===== src/rtl/rect_fill_writer.sv =====
// Raster-order rectangle writer: FILL, XOR and INVERT modes over a pipelined pixel read port.
// Optional screen clipping is enabled by defining RECT_WRITER_CLIP_EN.
module rect_fill_writer #(
    parameter int X_WIDTH      = 9,
    parameter int Y_WIDTH      = 8,
    parameter int COLOUR_WIDTH = 3,
    parameter int SCREEN_W     = 320,
    parameter int SCREEN_H     = 240
) (
    input  logic                    clock,
    input  logic                    reset,
    input  logic                    start,
    output logic                    ready,
    input  logic [1:0]              mode,
    input  logic [COLOUR_WIDTH-1:0] colour,
    input  logic [X_WIDTH-1:0]      x_min,
    input  logic [X_WIDTH-1:0]      x_range,
    input  logic [Y_WIDTH-1:0]      y_min,
    input  logic [Y_WIDTH-1:0]      y_range,
    output logic                    rd_en,
    output logic [X_WIDTH-1:0]      rd_x,
    output logic [Y_WIDTH-1:0]      rd_y,
    input  logic [COLOUR_WIDTH-1:0] rd_colour,
    output logic                    plot,
    output logic [X_WIDTH-1:0]      wr_x,
    output logic [Y_WIDTH-1:0]      wr_y,
    output logic [COLOUR_WIDTH-1:0] wr_colour,
    output logic                    done
);

`ifdef RECT_WRITER_CLIP_EN
    localparam bit CLIP = 1'b1;
`else
    localparam bit CLIP = 1'b0;
`endif

    typedef enum logic [1:0] {S_IDLE, S_RUN, S_FLUSH} state_t;

    state_t                  state;
    logic                    tail;
    logic [1:0]              mode_q;
    logic [COLOUR_WIDTH-1:0] colour_q;
    logic [X_WIDTH-1:0]      x_min_q, x_range_q, cx, px;
    logic [Y_WIDTH-1:0]      y_min_q, y_range_q, cy, py;
    logic                    is_rmw, visible;
    logic [COLOUR_WIDTH-1:0] rmw_colour;

    always_comb begin
        px         = x_min_q + cx;
        py         = y_min_q + cy;
        visible    = !CLIP || ((int'(px) < SCREEN_W) && (int'(py) < SCREEN_H));
        is_rmw     = (mode_q == 2'b01) || (mode_q == 2'b10);
        rmw_colour = (mode_q == 2'b01) ? (rd_colour ^ colour_q) : ~rd_colour;
    end

    always_ff @(posedge clock) begin
        if (reset) begin
            state     <= S_IDLE;
            tail      <= 1'b0;
            ready     <= 1'b1;
            done      <= 1'b0;
            plot      <= 1'b0;
            rd_en     <= 1'b0;
            wr_x      <= '0;
            wr_y      <= '0;
            wr_colour <= '0;
            rd_x      <= '0;
            rd_y      <= '0;
            cx        <= '0;
            cy        <= '0;
            mode_q    <= '0;
            colour_q  <= '0;
            x_min_q   <= '0;
            x_range_q <= '0;
            y_min_q   <= '0;
            y_range_q <= '0;
        end else begin
            done  <= 1'b0;
            rd_en <= 1'b0;
            // Write stage of the RMW pipeline: last cycle's read becomes this cycle's write.
            plot  <= rd_en;
            if (rd_en) begin
                wr_x      <= rd_x;
                wr_y      <= rd_y;
                wr_colour <= rmw_colour;
            end

            case (state)
                S_IDLE: begin
                    if (start && ready) begin
                        mode_q    <= mode;
                        colour_q  <= colour;
                        x_min_q   <= x_min;
                        x_range_q <= x_range;
                        y_min_q   <= y_min;
                        y_range_q <= y_range;
                        cx        <= '0;
                        cy        <= '0;
                        tail      <= 1'b0;
                        ready     <= 1'b0;
                        state     <= S_RUN;
                    end
                end
                S_RUN: begin
                    if (!tail) begin
                        if (is_rmw) begin
                            rd_en <= visible;
                            rd_x  <= px;
                            rd_y  <= py;
                        end else begin
                            plot      <= visible;
                            wr_x      <= px;
                            wr_y      <= py;
                            wr_colour <= colour_q;
                        end
                        if (cx == x_range_q) begin
                            cx <= '0;
                            if (cy == y_range_q) tail <= 1'b1;
                            else                 cy   <= cy + 1'b1;
                        end else begin
                            cx <= cx + 1'b1;
                        end
                    end else begin
                        // One cycle after the last pixel: FILL completes, RMW still owes its last write.
                        tail <= 1'b0;
                        if (is_rmw) begin
                            state <= S_FLUSH;
                        end else begin
                            state <= S_IDLE;
                            done  <= 1'b1;
                            ready <= 1'b1;
                        end
                    end
                end
                S_FLUSH: begin
                    state <= S_IDLE;
                    done  <= 1'b1;
                    ready <= 1'b1;
                end
                default: state <= S_IDLE;
            endcase
        end
    end

endmodule

===== config.mk =====
export PLATFORM = sky130hd
export DESIGN_NAME = rect_fill_writer
export DESIGN_NICKNAME = d
export VERILOG_FILES = /design/src/rtl/rect_fill_writer.sv
export SDC_FILE = /design/constraint.sdc
export NUM_CORES = 1
export LEC_CHECK = 0
export ABC_AREA = 1
export CAP_MARGIN = 40
export CORE_MARGIN = 10
export CORE_UTILIZATION = 25
export CTS_CLUSTER_DIAMETER = 120
export DETAILED_ROUTE_END_ITERATION = 7
export PLACE_DENSITY = 0.46
export SKIP_CTS_REPAIR_TIMING = 1
export SLEW_MARGIN = 40
export SYNTH_ARGS = -nofsm -noshare
export SYNTH_HDL_FRONTEND = slang
export SYNTH_SLANG_ARGS = --single-unit

===== constraint.sdc =====
create_clock -name clock -period 1.7 [get_ports clock]
set_input_delay 0.34 -clock clock [delete_from_list [all_inputs] [get_ports clock]]
set_output_delay 0.34 -clock clock [all_outputs]
set_load 0.05 [all_outputs]

==> metrics.md, run 1 <==
| Metric | Value |
|---|---|
| Die H | 164 um |
| First-pass GRT wire length | between 20 and 25 mm |
| Post-synth net total | between 700 and 800 |
| I/O Buffers | 85 |
| Hold slack | 0.465 ns |
| Post-DP HPWL | approximately 11 mm |
| Critical path class | reg -> reg |
| Core Region | ~20000 um^2 |
| Synth cell types | 46 |
| RSZ-0062 raised after global routing | yes |
| Post-route cell area | a little under 7000 um^2 |
| Setup Skew | 0.00819 ns |
| Hold Path Stages | 4 |
| WL final | between 10 and 15 mm |
| Storage cell area | 2010 um^2 |
| Vias in the first global route | 4476 |
| Antenna Cells | 0 |
| Layout cells sized above 1 | 0.214 |
| Hold Path Class | in -> reg |
| Sequential fraction of the synthesis area | 0.387 |
| Root Driver | clkbuf_16 |
| Die ar. | about 27000 um^2 |
| Fillers | 2207 |
| Post-Synth Adder-Cell Area | 0.0609 |
| DRT iter0 DRCs | roughly 180 |
| Most common cell after layout, fill and taps aside | nand2_1 |
| Worst Path Arrival | approximately 1.9 ns |
| CTS Buffer Depth | 2 |
| Post-Syn Instances | between 600 and 700 |
| Worst setup EP type | flop |
| Largest net degree at the start of global routing | 64 |
| Cell mode on critical path | nand3_2 |
| Main combinational cell family by area after synthesis | simple AND/OR/NAND/NOR gates |
| Core Util, Final | 0.341 |
| Top-level I/O count | between 80 and 90 |
| Wire per inst | 14.0 um |
| CP max-delay cell | fa_2 |
| Slew margin rel. | 0.776 |
| Pleak | approximately 0.0030 uW |
| Fmax | just over 600 MHz |
| TritonRoute pass-1 iters | 5 |
| Status | complete, no violations |
| Routability cong. | 0.797 |
| Antenna violations before repair | 0 |
| DRC Markers | 0 |
| Worst setup path startpoint | cy[0] |
| Antenna Nets Post-Route | 0 |
| Worst-path clk slew | approximately 0.07 ns |
| Synth Area in Compound Gates | 0.161 |
| Post-Layout Cell Count | around 1100 |
| Global-route usage over all layers | 0.112 |
| Final setup viols | 0 |
| Setup TNS | 0 ns |
| Pwr Density | roughly 1400 nW/um^2 |
| Post-synthesis simple-gate area fraction | 0.251 |
| CP Max Fanout | 2 |
| Sink Count | 100 |
| H-tree levels | 3 |
| CP Buf/Inv Count | 1 |
| Maximum vdd drop | 0.545 mV |
| Synth Area in XOR/XNOR | 0.0508 |
| CP Depth | 9 |
| CTS Buf Count | 9 |
| Starting density of the core | 0.255 |
| Synth warn | 0 |
| Number of synthesized register bits | 100 |
| Crit-path leading delay family | adder cells |
| Critical path required time | 1.96 ns |
| Critical R2R Capture | rd_y[6] |
| GRT overflow | 0 |
| Reg2Reg Launch Point | cy[0] |
| Reg2reg path depth | 9 |
| Vias | around 4600 |
| Hold violation count in the final report | 0 |
| R2R Setup Slk | 0.08 ns |
| Vias per cell | around 4.3 |
| Clk_lat worst skew | about 0.35 ns |
| Most frequent cells in the layout | 169 x nand2_1, 91 x dfxtp_1, 83 x buf_4, 71 x a21oi_1, 64 x inv_1 |
| Worst setup path endpoint | rd_y[6] |
| Final Max Tran Viols | 0 |
| Area of the multi-input gates | about 2800 um^2 |
| Die width | 164 um |
| Avg Cell Area, Syn | roughly 7.6 um^2 |
| Row count | 52 |
| CTS tree | done |
| Crit path time final | 1.62 ns |
| Area of the mapped netlist | approximately 5200 um^2 |
| Final net count | 864 |
| Worst path cell trace | ha_4, fa_2, nand3_2, nand2_2, a31oi_4, or2_4, nand3_2, nand2_1, inv_1 |
| CP Launch Type | flop |
| Worst path max stage delay | 0.38 ns |
| DP Area | between 6000 and 7000 um^2 |
| Worst-Margin Slew | approximately 0.34 ns |
| Synth-to-Final Area Change | 33.8% |
| Final worst-path cycle share | 0.953 |
| Mux cell area share after synthesis | 0 |
| Max Cap Violations | 0 |
| Placed Instances | around 1100 |
through the flow:
step                      worst slack (ns)  total power (uW)
after floorplan                     0.0104              6200
after global placement              -0.115              7620
after detailed placement            -0.111              7620
after CTS                          -0.0857              9570
after global routing               -0.0297             10300
final                               0.0797              9570
Yosys cell counts, drive strengths merged:
library cell	instances	area share
a211oi	2	0.0029
a21boi	1	0.0015
a21o	2	0.0029
a21oi	72	0.070
a311oi	3	0.0087
a31o	1	0.0017
a31oi	11	0.013
a41oi	1	0.0031
and3	1	0.0012
buf	19	0.026
clkbuf	13	0.0097
clkinv	1	0.0017
dfxtp	100	0.39
fa	2	0.0077
ha	22	0.053
inv	69	0.052
nand2	177	0.13
nand3	33	0.038
nand3b	4	0.0058
nand4	10	0.012
nor2	55	0.051
nor3	2	0.0029
nor3b	2	0.0039
o211ai	10	0.018
o21ai	38	0.039
or2	2	0.0024
xnor2	20	0.034
xor2	10	0.017
worst min path at each step:
stage                 startpoint      endpoint  slack [ns]
floorplan              mode_q[1]     mode_q[1]        0.43
global placement       mode_q[1]     mode_q[1]        0.45
detailed placement  x_range_q[3]  x_range_q[3]        0.46
CTS                        reset         ready        0.44
global route               reset         ready        0.47
finish                     reset         ready        0.47
layout make-up:
| type | instances | share of cell area |
|---|---|---|
| multi-input cells | 481 | 0.411 |
| flip-flops and latches | 100 | 0.291 |
| repair buffers | 133 | 0.170 |
| well taps | 270 | 0.0488 |
| inverters | 70 | 0.0412 |
| clock buffers | 10 | 0.0331 |
| clock inverters | 5 | 0.00434 |
where the power goes:
part / internal, uW / switching [uW]
Sequential: 2850 / 351
Clock: 978 / 915
Combinational: 1660 / 2820
Total: 5490 / 4080
worst register-to-register path, cell delays in order, from the launching register on:
cell and delay, ns:
dfxtp_2 0.34, ha_4 0.16, fa_2 0.38, nand3_2 0.08, nand2_2 0.08, a31oi_4 0.19
or2_4 0.15, nand3_2 0.06, nand2_1 0.06, inv_1 0.03
routing by layer:
layer	track usage	wire length, um	up-vias
met4	0.0353	185	0
met2	0.173	6630	83
met1	0.149	7380	2057
met3	0.0300	785	10
met5	0	0	-
li1	-	-	2453
flip-flops by register name (all words and copies together) (netlist names), 3 cells and up:
register   count
x_min_q        9
x_range_q      9
rd_y           8
wr_x           9
y_range_q      8
colour_q       3
wr_colour      3
cy             8
rd_x           9
cx             9
y_min_q        8
wr_y           8
logic make-up after synthesis:
family	after synthesis
buffers and inverters	102
AOI/OAI and AO/OA	141
and+or+nand+nor	286
DFF	100
xor gates and xnor gates	30
adders and majority gates	24
Note: power is estimated with default switching activity, not from simulation.
==> run 2: changes to the inputs <==
--- a/config.mk
+++ b/config.mk
@@ -10,6 +10,7 @@
 export CORE_MARGIN = 10
 export CORE_UTILIZATION = 25
 export CTS_CLUSTER_DIAMETER = 120
+export CTS_CLUSTER_SIZE = 30
 export DETAILED_ROUTE_END_ITERATION = 7
 export PLACE_DENSITY = 0.46
 export SKIP_CTS_REPAIR_TIMING = 1
==> results of run 2 <==
Same layout as run 1: the final DEF is identical, and so are final timing and power.
